<file path="src/rtl/mult_eval_pkg.sv">
// mult_eval_pkg: shared state encoding, latency limit and width helpers
// for the multiplier evaluation harness.
package mult_eval_pkg;
   typedef enum logic [1:0] {IDLE, RUN, DRAIN, DONE} state_t;
   localparam int LAT_MAX = 4;
   function automatic int pw(input int w);
      return 2 * w;
   endfunction
   function automatic int cw(input int w);
      return 2 * w + 1;
   endfunction
endpackage

</file>
<file path="src/rtl/mult_eval_checker.sv">
// mult_eval_checker: delays expected product and operands by the multiplier latency,
// compares against mult_p and tallies mismatches; MULT_EVAL_ERRDIST_EN adds err_dist.
module mult_eval_checker import mult_eval_pkg::*; #(
   parameter int WIDTH   = 2,
   parameter int DUT_LAT = 0
) (
   input  logic                   clk,
   input  logic                   rst_n,
   input  logic                   clr,
   input  logic                   in_vld,
   input  logic [pw(WIDTH)-1:0]   in_ab,
   input  logic [pw(WIDTH)-1:0]   mult_p,
   output logic                   empty,
   output logic [cw(WIDTH)-1:0]   err_count,
   output logic [pw(WIDTH)-1:0]   first_fail,
   output logic                   fail_seen
`ifdef MULT_EVAL_ERRDIST_EN
   ,
   output logic [4*WIDTH:0]       err_dist
`endif
);
   localparam int PW = pw(WIDTH);
   localparam int L  = DUT_LAT > LAT_MAX ? LAT_MAX : DUT_LAT;
   logic [PW-1:0] in_exp, d_exp, d_ab;
   logic d_vld, mis;
   assign in_exp = PW'(in_ab[PW-1:WIDTH]) * PW'(in_ab[WIDTH-1:0]);
   generate
      if (L == 0) begin : g_comb
         assign d_vld = in_vld;
         assign d_exp = in_exp;
         assign d_ab  = in_ab;
         assign empty = 1'b1;
      end else begin : g_pipe
         logic [L-1:0]  v_q;
         logic [PW-1:0] e_q [L];
         logic [PW-1:0] a_q [L];
         always_ff @(posedge clk or negedge rst_n)
            if (!rst_n) begin
               v_q <= '0;
               for (int i = 0; i < L; i++) begin
                  e_q[i] <= '0;
                  a_q[i] <= '0;
               end
            end else begin
               v_q <= L'({v_q, in_vld});
               for (int i = L - 1; i > 0; i--) begin
                  e_q[i] <= e_q[i-1];
                  a_q[i] <= a_q[i-1];
               end
               e_q[0] <= in_exp;
               a_q[0] <= in_ab;
            end
         assign d_vld = v_q[L-1];
         assign d_exp = e_q[L-1];
         assign d_ab  = a_q[L-1];
         assign empty = ~|v_q;
      end
   endgenerate
   assign mis = d_vld && (mult_p != d_exp);
   // err_count cannot overflow: at most one increment per pair, 2^(2W) pairs
   always_ff @(posedge clk or negedge rst_n)
      if (!rst_n) begin
         err_count  <= '0;
         first_fail <= '0;
         fail_seen  <= 1'b0;
      end else if (clr) begin
         err_count  <= '0;
         first_fail <= '0;
         fail_seen  <= 1'b0;
      end else if (mis) begin
         err_count <= err_count + 1'b1;
         if (!fail_seen) begin
            first_fail <= d_ab;
            fail_seen  <= 1'b1;
         end
      end
`ifdef MULT_EVAL_ERRDIST_EN
   logic [PW-1:0] dist;
   assign dist = mult_p > d_exp ? mult_p - d_exp : d_exp - mult_p;
   always_ff @(posedge clk or negedge rst_n)
      if (!rst_n) err_dist <= '0;
      else if (clr) err_dist <= '0;
      else if (d_vld) err_dist <= err_dist + (4*WIDTH+1)'(dist);
`endif
endmodule

</file>
<file path="src/rtl/mult_eval_harness.sv">
// mult_eval_harness: sweeps every operand pair through an external multiplier and scores it.
// Optional MULT_EVAL_ERRDIST_EN adds the err_dist accumulated-distance output.
module mult_eval_harness import mult_eval_pkg::*; #(
   parameter int WIDTH   = 2,
   parameter int DUT_LAT = 0
) (
   input  logic                   clk,
   input  logic                   rst_n,
   input  logic                   start,
   output logic [WIDTH-1:0]       mult_a,
   output logic [WIDTH-1:0]       mult_b,
   input  logic [pw(WIDTH)-1:0]   mult_p,
   output logic                   busy,
   output logic                   done,
   output logic [cw(WIDTH)-1:0]   err_count,
   output logic [pw(WIDTH)-1:0]   first_fail,
   output logic                   fail_seen
`ifdef MULT_EVAL_ERRDIST_EN
   ,
   output logic [4*WIDTH:0]       err_dist
`endif
);
   state_t state;
   logic [pw(WIDTH)-1:0] ab;
   logic go, empty;
   assign go = start && (state == IDLE || state == DONE);
   assign {mult_a, mult_b} = ab;
   always_ff @(posedge clk or negedge rst_n)
      if (!rst_n) begin
         state <= IDLE;
         ab    <= '0;
         busy  <= 1'b0;
         done  <= 1'b0;
      end else begin
         case (state)
            IDLE, DONE:
               if (go) begin
                  state <= RUN;
                  ab    <= '0;
                  busy  <= 1'b1;
                  done  <= 1'b0;
               end
            RUN:
               if (&ab) state <= DRAIN;
               else ab <= ab + 1'b1;
            DRAIN:
               if (empty) begin
                  state <= DONE;
                  busy  <= 1'b0;
                  done  <= 1'b1;
               end
            default: state <= IDLE;
         endcase
      end
   mult_eval_checker #(.WIDTH(WIDTH), .DUT_LAT(DUT_LAT)) u_chk (
      .clk       (clk),
      .rst_n     (rst_n),
      .clr       (go),
      .in_vld    (state == RUN),
      .in_ab     (ab),
      .mult_p    (mult_p),
      .empty     (empty),
      .err_count (err_count),
      .first_fail(first_fail),
      .fail_seen (fail_seen)
`ifdef MULT_EVAL_ERRDIST_EN
      ,
      .err_dist  (err_dist)
`endif
   );
endmodule

</file>
<file path="config.mk">
export PLATFORM = sky130hd
export DESIGN_NAME = mult_eval_harness
export DESIGN_NICKNAME = d
export VERILOG_FILES = /design/src/rtl/mult_eval_pkg.sv /design/src/rtl/mult_eval_checker.sv /design/src/rtl/mult_eval_harness.sv
export SDC_FILE = /design/constraint.sdc
export NUM_CORES = 1
export LEC_CHECK = 0
export BUFFER_PORTS_ARGS = -buffer_cell sky130_fd_sc_hd__buf_4
export CORE_ASPECT_RATIO = 1.25
export CORE_MARGIN = 1
export CORE_UTILIZATION = 52
export DETAILED_ROUTE_END_ITERATION = 6
export PLACE_DENSITY_LB_ADDON = 0.12
export SYNTH_ARGS = -nofsm -noshare
export SYNTH_HDL_FRONTEND = slang
export SYNTH_SLANG_ARGS = --single-unit
</file>
<file path="constraint.sdc">
create_clock -name clk -period 3.1 [get_ports clk]
set_clock_uncertainty 0.15 [all_clocks]
set_input_delay 0.31 -clock clk [delete_from_list [all_inputs] [get_ports clk]]
set_output_delay 0.31 -clock clk [all_outputs]
set_load 0.01 [all_outputs]
</file>
======== Yosys cells after proc, flatten, opt, wreduce, memory -nomap -nowiden ========
Cells that the tools add are included.
word-level totals
  register bits after elaboration ......... 18
  bits in latches ......................... 0
  RAM bits ................................ 0
  ROM bits ................................ 0
  word-level logic and storage cells ...... 48
  memories kept ........................... 0
cells by class
  add/sub/neg operators ................... 2
  multiply operators ...................... 1
  div/mod/pow operators ................... 0
  $lt $le $gt $ge ......................... 0
  equal/unequal tests ..................... 8
  shift-type cells ........................ 0
  muxes and demuxes ....................... 17
  bitwise gates (word level) .............. 0
  reductions and logical operators ........ 13
operators by type and width
  kind                                           number
  two-way mux 4 bit                              5
  two-way mux 5 bit                              2
  != test 2 bit, second input constant           4
  case mux 4 bit (2 select lines)                1
  case mux 2 bit (3 select lines)                1
  AND reduction 2 bit                            3
  nonzero test 2 bit                             3
  adder 5 x 1 -> 5 bit, second input constant    1
  adder 4 x 1 -> 4 bit, second input constant    1
  == test 2 bit, second input constant           2
  multiplier 2 x 2 -> 4 bit                      1
  two-way mux 1 bit                              4
  two-way mux 2 bit                              2
  != test 4 bit                                  1
  case mux 1 bit (2 select lines)                2
  AND reduction 4 bit                            1
  AND reduction 3 bit                            1
  == test 2 x 1 -> 1 bit, second input constant  1
  logical AND 1 bit                              2
  zero test 2 bit                                1
  OR reduction 2 bit                             1
  logical OR 1 bit                               1

======== Logic depth before layout (Yosys ltp) ========
Gate-level depths: netlist (run 1).
  depth in word-level cells ............... 5
  depth in mapped cells ................... 8
  gate-level depth less buffers ........... 7

======== Cells and area by module ========
A second synthesis (run 1) with hierarchy kept.
second synthesis, totals
  cell total of the unflattened synthesis .. 108
  area, all modules ....................... 1092.3 um^2
modules (own cells, without submodules)
  module             instances  cells an instance  area each (um^2)  sequential area each (um^2)
  mult_eval_checker  1          61                 611.8             250.2
  mult_eval_harness  1          47                 480.5             200.2

======== Worst setup path after synthesis (run 1) ========
Ideal clock, no wire load.
  path type ............................... flip-flop to flip-flop
  start point ............................. register ab[2]
  end point ............................... register u_chk.first_fail[0]
  setup time .............................. 123 ps
  arrival ................................. 1991 ps
  required time ........................... 2827 ps
  setup slack ............................. 836 ps
  stages on the path, launching flop included .. 9
  buffers on the path ..................... 1
  period minus slack after synthesis ...... 2264 ps
  cell sequence ........................... dfrtp_1 and2_2 ha_1 ha_1 xnor2_1 o2111a_2 or3_1 buf_6 mux2i_1
between the ends
  longest elaborated chain between the ends .. 5
ends and longest elaborated chain
  what                           line                     source
  start: declaration             mult_eval_harness.sv:24  logic [pw(WIDTH)-1:0] ab;
  start signal: assignment       mult_eval_harness.sv:45  else ab <= ab + 1'b1;
  multiplier 2 x 2 -> 4 bit      mult_eval_checker.sv:26  assign in_exp = PW'(in_ab[PW-1:WIDTH]) * PW'(in_ab[WIDTH-1:0]);
  != test 4 bit                  mult_eval_checker.sv:59  assign mis = d_vld && (mult_p != d_exp);
  logical AND 1 bit              mult_eval_checker.sv:59
  nonzero test 2 bit (no line)   n/a
  AND reduction 2 bit (no line)  n/a
  end signal: assignment         mult_eval_checker.sv:64  first_fail <= '0;
  end signal: assignment         mult_eval_checker.sv:68  first_fail <= '0;
  end signal: assignment         mult_eval_checker.sv:73  first_fail <= d_ab;
  end: declaration               mult_eval_checker.sv:15  output logic [pw(WIDTH)-1:0] first_fail,
Every way passes these cells.
A chain may end at the register's enable or synchronous reset.

======== Worst setup path in the final report (run 1) ========
Ends and elaborated chain as after synthesis.

==> qor.csv, run 1 <==
metric,value,unit
power_leakage,0.000633,uW
dp_slack,0.732,ns
worst_pin_slew,0.440,ns
slowest_stage,dfrtp_1,
slew-limit-headroom,0.707,
nets,147,
dpl_cell_area,0.00123,mm2
die_w,42.5,um
hold_viol,0,
ctsRootBufferMaster,clkbuf_4,
syn-num-nets,124,
initial_core_util,0.575,
cts_sinks,18,
vias_per_cell,5.97,
syn_to_final_growth,18.4,%
wire_per_inst,14.4,um
synth-compound-area-share,0.162,
critPathMaxFanout,10,
setup_slack,0.696,ns
cts_tree,done,
antenna_left,0,
ir_worst_vdd,0.000497,V
synth_fa_ha_area_frac,0.0824,
gp_congestion,0.838,
core_area,0.00185,mm2
setup_viol,0,
first_pass_iters,4,
vias,896,
synth-simple-area-share,0.167,
rsz0062_at_grt,false,
grt_pass1_wl,3800,um
die_y,52.6,um
crit_arrival,2.47,ns
grt_pass1_vias,884,
numCtsBuffers,3,
place_inst,146,
first_iter_violations,12,
grt_max_degree,19,
layout_common_cells,"buf_4 (22), dfrtp_1 (18), nand2_1 (13), a21oi_1 (11), mux2i_1 (10)",
cp_top_family,flip-flops,
fmax,0.416,GHz
crit_chain,and2_2 > ha_1 > ha_1 > xnor2_1 > o2111a_2 > or3_1 > mux2i_1,
clock_path_buffers,2,
synth_area_leaders,"dfrtp_1 (42%), mux2i_1 (9.4%), ha_1 (8.2%), a21oi_1 (5.2%), nand2_1 (4.6%)",
cp-start-kind,flop,
die-area,0.00223,mm2
tns,0,ns
io_buffers,22,
yosysSeqAreaShare,0.424,
layout-drive-gt1-share,0.237,
grt_overflow_total,0,
syn_avg_cell_area,9.67,um2
period_needed,2.40,ns
wl,2160,um
clock_latency,0.29,ns
hpwlAfterDp,1560,um
clk_pin_slew_worst_paths,0.10,ns
grt_usage,0.225,
netlist_instances,110,
fin_cells,150,
insertedDiodeCount,0,
outcome,completed,
drc,0,
ys_warn_count,0,
synth_area,0.00106,mm2
finalInstanceArea,0.00126,mm2
end_kind,flop,
synth_top_family_by_area,simple AND/OR/NAND/NOR gates,
crit_path_max_incr_delay,0.49,ns
worst-path-buf-inv,0,
min_path_type,input port to flop,
antenna_found_initial,0,
final_common_cell,buf_4,
synth_top_area_share,0.424,
worst-setup-path-type,flop to flop,
max_cap_violations,0,
ios,23,
synth_xor_area_frac,0.0247,
cts_max_level,1,
fp-row-count,17,
required,3.16,ns
synthMuxAreaShare,0.0941,
fin_crit_sh,0.775,
cpMostUsedCell,ha_1,
synth.largest_area_cell,dfrtp_1,
synth_cell_types,30,
drv_slew,0,
power_density,804,mW/mm2
ys_ff_latch,18,
[through the flow]
step / hold slack, ns / total power [uW] / util
2_1_floorplan: -0.136 / 732 / -
3_3_place_gp: 0.0431 / 890 / 0.663
3_5_place_dp: 0.0444 / 902 / 0.663
4_1_cts: 0.232 / 1020 / 0.680
5_1_grt: 0.223 / 1090 / 0.680
6_report: 0.243 / 1010 / 0.680
[timing repair]
action / 4_1_cts / 5_1_grt
endpoints found under the hold margin: 18 / 0
gates resized for setup: 0 / 0
setup buffers: 0 / 0
hold buffers: 1 / 0
[final timing paths]
kind	startpoint	endpoint	slack (ns)	depth (start not counted)
max	ab[2]$_DFFE_PN0P_	u_chk.first_fail[0]$_DFFE_PN0P_	0.70	7
min	start	state[1]$_DFFE_PN0P_	0.24	3
max reg2reg	ab[2]$_DFFE_PN0P_	u_chk.first_fail[0]$_DFFE_PN0P_	0.70	7
min reg2reg	u_chk.first_fail[2]$_DFFE_PN0P_	u_chk.first_fail[2]$_DFFE_PN0P_	0.39	2
max in group asynchronous	rst_n	u_chk.first_fail[3]$_DFFE_PN0P_	2.33	2
min in group asynchronous	rst_n	u_chk.err_count[0]$_DFFE_PN0P_	0.27	2
[report_power, final]
part / internal (uW) / switching (uW)
clock: 45.2 / 70.5
sequential: 306 / 85.0
combinational: 220 / 285
[sequential cells by signal, summed over array words and instances, names as in the netlist]
name              count
ab                    4
busy                  1
done                  1
state                 2
u_chk.err_count       5
u_chk.fail_seen       1
u_chk.first_fail      4
[cell type report]
type	instances	area [um2]
multi-input cells	81	564
repair buffers	23	175
fillers	162	592
inverters	6	22.5
flip-flops and latches	18	450
clock buffers	3	22.5
well taps	19	23.8
[logic make-up (layout without fill, tap and decap cells)]
group | Yosys count | count (layout)
adder cells (fa/ha/maj) | 7 | 7
AND/OR/NAND/NOR | 33 | 33
XOR/XNOR | 3 | 3
flip-flops | 18 | 18
buffers and inverters | 11 | 32
multiplexers | 10 | 10
AO/OA/AOI/OAI | 28 | 28
[layer usage]
layer / vias up / GRT usage / share of wire
met5: - / 0 / 0
met3: 5 / 0.0241 / 0.025
met4: 0 / 0.104 / 0.016
met1: 436 / 0.261 / 0.42
met2: 16 / 0.413 / 0.54
li1: 439 / - / -
[Yosys cell counts (all sizes together)]
cell type	count
a211oi	2
a21oi	12
a22o	1
a31oi	3
and2	4
and3	1
and4b	1
buf	2
clkbuf	3
dfrtp	18
ha	7
inv	6
mux2i	10
nand2	13
nand2b	1
nand3	3
nand4	2
nor2	2
nor3b	1
o2111a	1
o2111ai	1
o21ai	6
o31ai	2
or3	3
or4	2
xnor2	3
[tightest hold or removal path, delay by kind of cell]
| kind | cells | cell delay (ns) |
|---|---|---|
| compound gates | 1 | 0.11 |
| buf+inv | 1 | 0.16 |
| simple gates | 1 | 0.07 |
No activity file was read; power rests on OpenSTA's default activity.
==> run 2, diff against run 1 <==
--- a/config.mk
+++ b/config.mk
@@ -8,7 +8,7 @@
 export BUFFER_PORTS_ARGS = -buffer_cell sky130_fd_sc_hd__buf_4
 export CORE_ASPECT_RATIO = 1.25
 export CORE_MARGIN = 1
-export CORE_UTILIZATION = 52
+export CORE_UTILIZATION = 47
 export DETAILED_ROUTE_END_ITERATION = 6
 export PLACE_DENSITY_LB_ADDON = 0.12
 export SYNTH_ARGS = -nofsm -noshare
==> constraint.sdc (replaced) <==
create_clock -name clk -period 2 [get_ports clk]
set_clock_uncertainty 0.15 [all_clocks]
set_input_delay 0.2 -clock clk [delete_from_list [all_inputs] [get_ports clk]]
set_output_delay 0.2 -clock clk [all_outputs]
set_load 0.01 [all_outputs]
==> run 2 against run 1 <==
- non-clock buffer count grew 9
- the run now ends with setup timing left
- cell count grew 15%
- via count grew 8.7%
- sequential share of layout area shrank 4.4 points
==> qor.csv, run 2 (synthesis results as in run 1) <==
metric,value,unit
p_int,1050,uW
critPathMaxFanout,5,
finalInstanceArea,0.00145,mm2
switchingPower,751,uW
die_y,55.2,um
core_area,0.00205,mm2
vias_per_cell,5.66,
final_common_cell,buf_4,
slew-limit-headroom,0.808,
drv_slew,0,
fillCellCount,171,
clock_latency,0.30,ns
min_path_type,input port to flop,
top_regs,"u_chk.err_count: 5 flops, ab: 4 flops, u_chk.first_fail: 4 flops",
met2_usage,0.419,
seqCellArea,455,um2
fp-row-count,18,
wl,2580,um
setup_slack,-0.0654,ns
layout-drive-gt1-share,0.387,
vias,974,
busiest_layer,met2,
die_w,44.5,um
syn_to_final_growth,36.4,%
violations,setup timing,
power_density,1240,mW/mm2
max_cap_violations,0,
top_register,u_chk.err_count,
crit_arrival,2.10,ns
met1_usage,0.266,
r2r_slack,-0.07,ns
clock_path_buffers,2,
reg2reg_from,ab[1]$_DFFE_PN0P_,
setup_viol,7,
wire_per_inst,15.0,um
worst_pin_slew,0.287,ns
numCtsBuffers,3,
cts_max_level,1,
cts_sinks,18,
nets,157,
cts_tree,done,
ir_worst_vdd,0.000926,V
dpl_cell_area,0.00133,mm2
fmax,0.484,GHz
largest_reg_flops,5,
insertedDiodeCount,0,
clk_pin_slew_worst_paths,0.11,ns
place_inst,165,
r2r-end,u_chk.first_fail[2]$_DFFE_PN0P_,
io_buffers,22,
startpoint,ab[1]$_DFFE_PN0P_,
required,2.03,ns
ios,23,
antenna_left,0,
crit_end,u_chk.first_fail[2]$_DFFE_PN0P_,
grt_max_degree,19,
p_sw_frac,0.418,
grt_usage,0.240,
multiInputGateArea,656,um2
first_pass_iters,4,
end_kind,flop,
die-area,0.00246,mm2
reg2reg_depth,7,
hpwlAfterDp,1750,um
grt_util_met3,0.0487,
gp_congestion,0.764,
grt_pass1_wl,4150,um
grt_pass1_vias,963,
post-route-util,0.708,
outcome,finished with violations,
pwr-share-comb,0.564,
power_leakage,0.000698,uW
first_iter_violations,20,
rsz0062_at_grt,true,
worst-setup-path-type,flop to flop,
hold_viol,0,
layout_common_cells,"buf_4 (31), dfrtp_1 (14), nand2_1 (13), mux2i_1 (10), a21oi_1 (9)",
grt_overflow_total,0,
holdWs,0.127,ns
ctsRootBufferMaster,clkbuf_4,
period_needed,2.07,ns
power_frac_seq,0.311,
antenna_found_initial,0,
fin_crit_sh,1.03,
drc,0,
cp-start-kind,flop,
p_clk_frac,0.125,
fin_cells,172,
initial_core_util,0.519,
## run 2: changes by cell type in the layout (fill, tap and decap cells not counted), sizes merged
| cell | change |
|---|---|
| buf | +9 |
| clkbuf | +1 |
| o2111a | +1 |
## run 2: worst max-delay path, stage by stage (launching register included)
cell	delay [ns]
dfrtp_2	0.42
and2_4	0.18
ha_4	0.16
ha_4	0.23
xnor2_4	0.13
o2111a_2	0.17
or3_4	0.38
mux2i_1	0.13
## run 2: worst min path at each step
stage | startpoint | end | slack [ns] | cells after the start
final | start | state[1]$_DFFE_PN0P_ | 0.13 | 3
after global routing | start | state[1]$_DFFE_PN0P_ | 0.12 | 3
after CTS | start | state[1]$_DFFE_PN0P_ | 0.11 | 3
after detailed placement | rst_n | u_chk.err_count[0]$_DFFE_PN0P_ | -0.07 | 1
after global placement | rst_n | u_chk.err_count[0]$_DFFE_PN0P_ | -0.07 | 1
after floorplan | rst_n | ab[0]$_DFFE_PN0P_ | -0.25 | 0
## run 2: timing repair
action / 4_1_cts / 5_1_grt
setup buffers: 1 / 0
pin swaps: 3 / 0
cloned: 1 / 0
gates resized for setup: 6 / 3
setup endpoints to repair: 8 / 8
hold endpoints to repair: 18 / 0
hold buffers: 1 / 0
## run 2: metrics by stage
| stage | setup WS, ns | total power, uW | TNS [ns] |
|---|---|---|---|
| floorplan | -0.173 | 1150 | -0.906 |
| global placement | -0.131 | 1500 | -0.566 |
| detailed placement | -0.176 | 1530 | -0.836 |
| CTS | -0.0468 | 1790 | -0.250 |
| global route | -0.115 | 1930 | -0.735 |
| finish | -0.0654 | 1800 | -0.372 |
## run 2: power by group through the flow
| stage | Clock [uW] | Combinational [uW] | Sequential [uW] |
|---|---|---|---|
| after global placement | 0 | 942 | 560 |
| after CTS | 230 | 1000 | 558 |
| after detailed placement | 0 | 969 | 565 |
| after global routing | 253 | 1110 | 574 |
| after floorplan | 0 | 519 | 630 |
| final | 225 | 1010 | 559 |
## run 2: metal layers
layer  share of wire  vias up  routed length, um
li1                -      467                  -
met1            0.41      474               1050
met2            0.53       25               1370
met3           0.034        8                 87
met4           0.024        0                 63
met5               0        -                  0
## run 2: area by class of cell
| class | instances | share of cell area |
|---|---|---|
| Timing Repair Buffer | 32 | 0.167 |
| Multi-Input combinational cell | 82 | 0.452 |
| Clock buffer | 4 | 0.0250 |
| Tap cell | 30 | 0.0259 |
| Inverter | 6 | 0.0155 |
| Sequential cell | 18 | 0.314 |
==> run 3, diff against run 2 <==
--- a/config.mk
+++ b/config.mk
@@ -5,10 +5,11 @@
 export SDC_FILE = /design/constraint.sdc
 export NUM_CORES = 1
 export LEC_CHECK = 0
+export ABC_AREA = 1
 export BUFFER_PORTS_ARGS = -buffer_cell sky130_fd_sc_hd__buf_4
 export CORE_ASPECT_RATIO = 1.25
 export CORE_MARGIN = 1
-export CORE_UTILIZATION = 47
+export CORE_UTILIZATION = 48
 export DETAILED_ROUTE_END_ITERATION = 6
 export PLACE_DENSITY_LB_ADDON = 0.12
 export SYNTH_ARGS = -nofsm -noshare
==> run 3 against run 2 <==
- the flow now finishes without violations
- sequential power increased by 2%
- area after synthesis increased by 4.6%
- critical endpoint is now u_chk.err_count[3]$_DFFE_PN0P_
- synthesized cell count increased by 26%
- count of clock-buffer cells in the layout decreased by 1
- critical path depth increased by 7
- total power decreased by 0.71%
- non-clock buffer count decreased by 3
- cell count increased by 15%
- sequential share of layout area increased by 0.82 points
- flip-flop and latch count unchanged
- core utilization decreased by 6.9 points
- setup slack improved by 0.25 ns
==> qor.csv, run 3 <==
metric,value,unit
syn-num-nets,153,
tns,0,ns
top_register,u_chk.err_count,
drc,0,
vias,978,
antenna_found_initial,0,
power_density,1280,mW/mm2
netlist_instances,139,
async_flop_share,1.00,
top_regs,"u_chk.err_count: 5 flops, ab: 4 flops, u_chk.first_fail: 4 flops",
end_kind,flop,
place_inst,193,
hpwlAfterDp,1680,um
grt_max_degree,19,
fp-row-count,19,
largest_reg_flops,5,
clock_path_buffers,2,
gp_congestion,0.735,
nets,183,
layout-drive-gt1-share,0.293,
dp_slack,0.0981,ns
power_leakage,0.000772,uW
setup_slack,0.188,ns
clk_pin_slew_worst_paths,0.09,ns
met1_usage,0.235,
antenna_left,0,
slew-limit-headroom,0.754,
grt_usage,0.200,
fin_cells,198,
first_iter_violations,10,
initial_core_util,0.509,
synth_cell_types,25,
worst_pin_slew,0.364,ns
die_y,55.8,um
final_common_cell,nand2_1,
required,2.02,ns
grt_pass1_vias,943,
synth.largest_area_cell,dfrtp_1,
insertedDiodeCount,0,
finalPower,1780,uW
synth_edf_count,0,
numCtsBuffers,3,
yosysSeqAreaShare,0.405,
multiInputGateArea,587,um2
ys_ff_latch,18,
syn_avg_cell_area,8.00,um2
grt_pass1_wl,3850,um
hold_viol,0,
synth_top_area_share,0.405,
wl,2140,um
fillCellCount,208,
grt_overflow_total,0,
io_buffers,22,
die-area,0.00251,mm2
cts_max_level,1,
max_cap_violations,0,
fin_crit_sh,0.906,
ir_worst_vdd,0.000970,V
outcome,completed,
r2r_slack,0.19,ns
busiest_layer,met2,
vias_per_cell,4.94,
crit_arrival,1.83,ns
cts_tree,done,
rsz0062_at_grt,false,
ctsRootBufferMaster,clkbuf_4,
grt_util_met3,0.0195,
period_needed,1.81,ns
drv_slew,0,
synth_area_leaders,"dfrtp_1 (40%), nand2_1 (11%), nand3_1 (8.1%), ha_1 (7.9%), inv_1 (6.7%)",
core_area,0.00219,mm2
synth_commonest_cells,"nand2_1 (34), inv_1 (20), dfrtp_1 (18), nand3_1 (18), ha_1 (7)",
worst-setup-path-type,flop to flop,
first_pass_iters,4,
synth.most_common_cell,nand2_1,
die_w,45.1,um
synth_area,0.00111,mm2
syn_to_final_growth,25.6,%
fmax,0.552,GHz
clock_latency,0.27,ns
post-route-util,0.639,
met2_usage,0.369,
critPathMaxFanout,6,
min_path_type,input port to async pin,
ys_warn_count,0,
seqCellArea,450,um2
ios,23,
setup_viol,0,
wire_per_inst,10.8,um
cts_sinks,18,
cp-start-kind,flop,
layout_common_cells,"nand2_1 (32), buf_4 (28), inv_1 (20), dfrtp_1 (18), nand3_1 (17)",
synth_top_flop_cell,dfrtp_1,
==> run 3: area by class of cell <==
type | instances | share of cell area
multi-input cells | 96 | 0.420
flip-flops and latches | 18 | 0.322
repair buffers | 29 | 0.158
inverters | 21 | 0.0564
clock buffers | 3 | 0.0161
well taps | 31 | 0.0278
==> run 3: cell families after synthesis <==
| group | synth area share |
|---|---|
| compound gates | 0.0810 |
| buf+inv | 0.0990 |
| flops | 0.405 |
| fa+ha+maj | 0.0787 |
| xor+xnor | 0.0394 |
| simple gates | 0.297 |
==> run 3: timing repair <==
item / in CTS / in global routing
endpoints found under the hold margin: 18 / 0
setup endpoints to repair: 0 / 9
resized for setup: 0 / 7
hold buffers: 1 / 0
buffers inserted: 0 / 1
==> run 3: layer usage <==
metal | share of wire | routed length [um]
met1 | 0.44 | 951
met2 | 0.52 | 1110
met3 | 0.027 | 57
met4 | 0.0098 | 21
met5 | 0 | 0
==> run 3: final timing paths <==
kind,depth (start not counted),from,endpoint
min in group clk,4,start,state[0]$_DFFE_PN0P_
max,14,ab[1]$_DFFE_PN0P_,u_chk.err_count[3]$_DFFE_PN0P_
max reg2reg,14,ab[1]$_DFFE_PN0P_,u_chk.err_count[3]$_DFFE_PN0P_
max in group asynchronous,2,rst_n,u_chk.err_count[1]$_DFFE_PN0P_
min,2,rst_n,u_chk.err_count[0]$_DFFE_PN0P_
min reg2reg,2,done$_DFFE_PN0P_,done$_DFFE_PN0P_
==> run 3: metrics by stage <==
step | cell area [um2] | hold slack, ns
4_1_cts | 1360 | 0.171
6_report | 1400 | 0.170
3_5_place_dp | 1320 | -0.0701
5_1_grt | 1400 | 0.190
3_3_place_gp | 1320 | -0.0679
2_1_floorplan | 1110 | -0.246
==> run 3: power breakdown <==
part	internal, uW	switching [uW]	total [uW]
Sequential	485	85.0	570
Combinational	427	620	1050
Clock	69.6	97.6	167
==> run 3: worst max-delay path, stage by stage, from the launching register on <==
cell and delay, ns:
dfrtp_1 0.38, nand2_1 0.06, inv_1 0.06, ha_2 0.20, ha_4 0.23, inv_1 0.05
nand2_1 0.04, nand2_1 0.07, nand2_2 0.06, inv_1 0.06, nand2_2 0.07, nand2_4 0.10
nand2_4 0.07, nand2_2 0.07, nand2_1 0.04
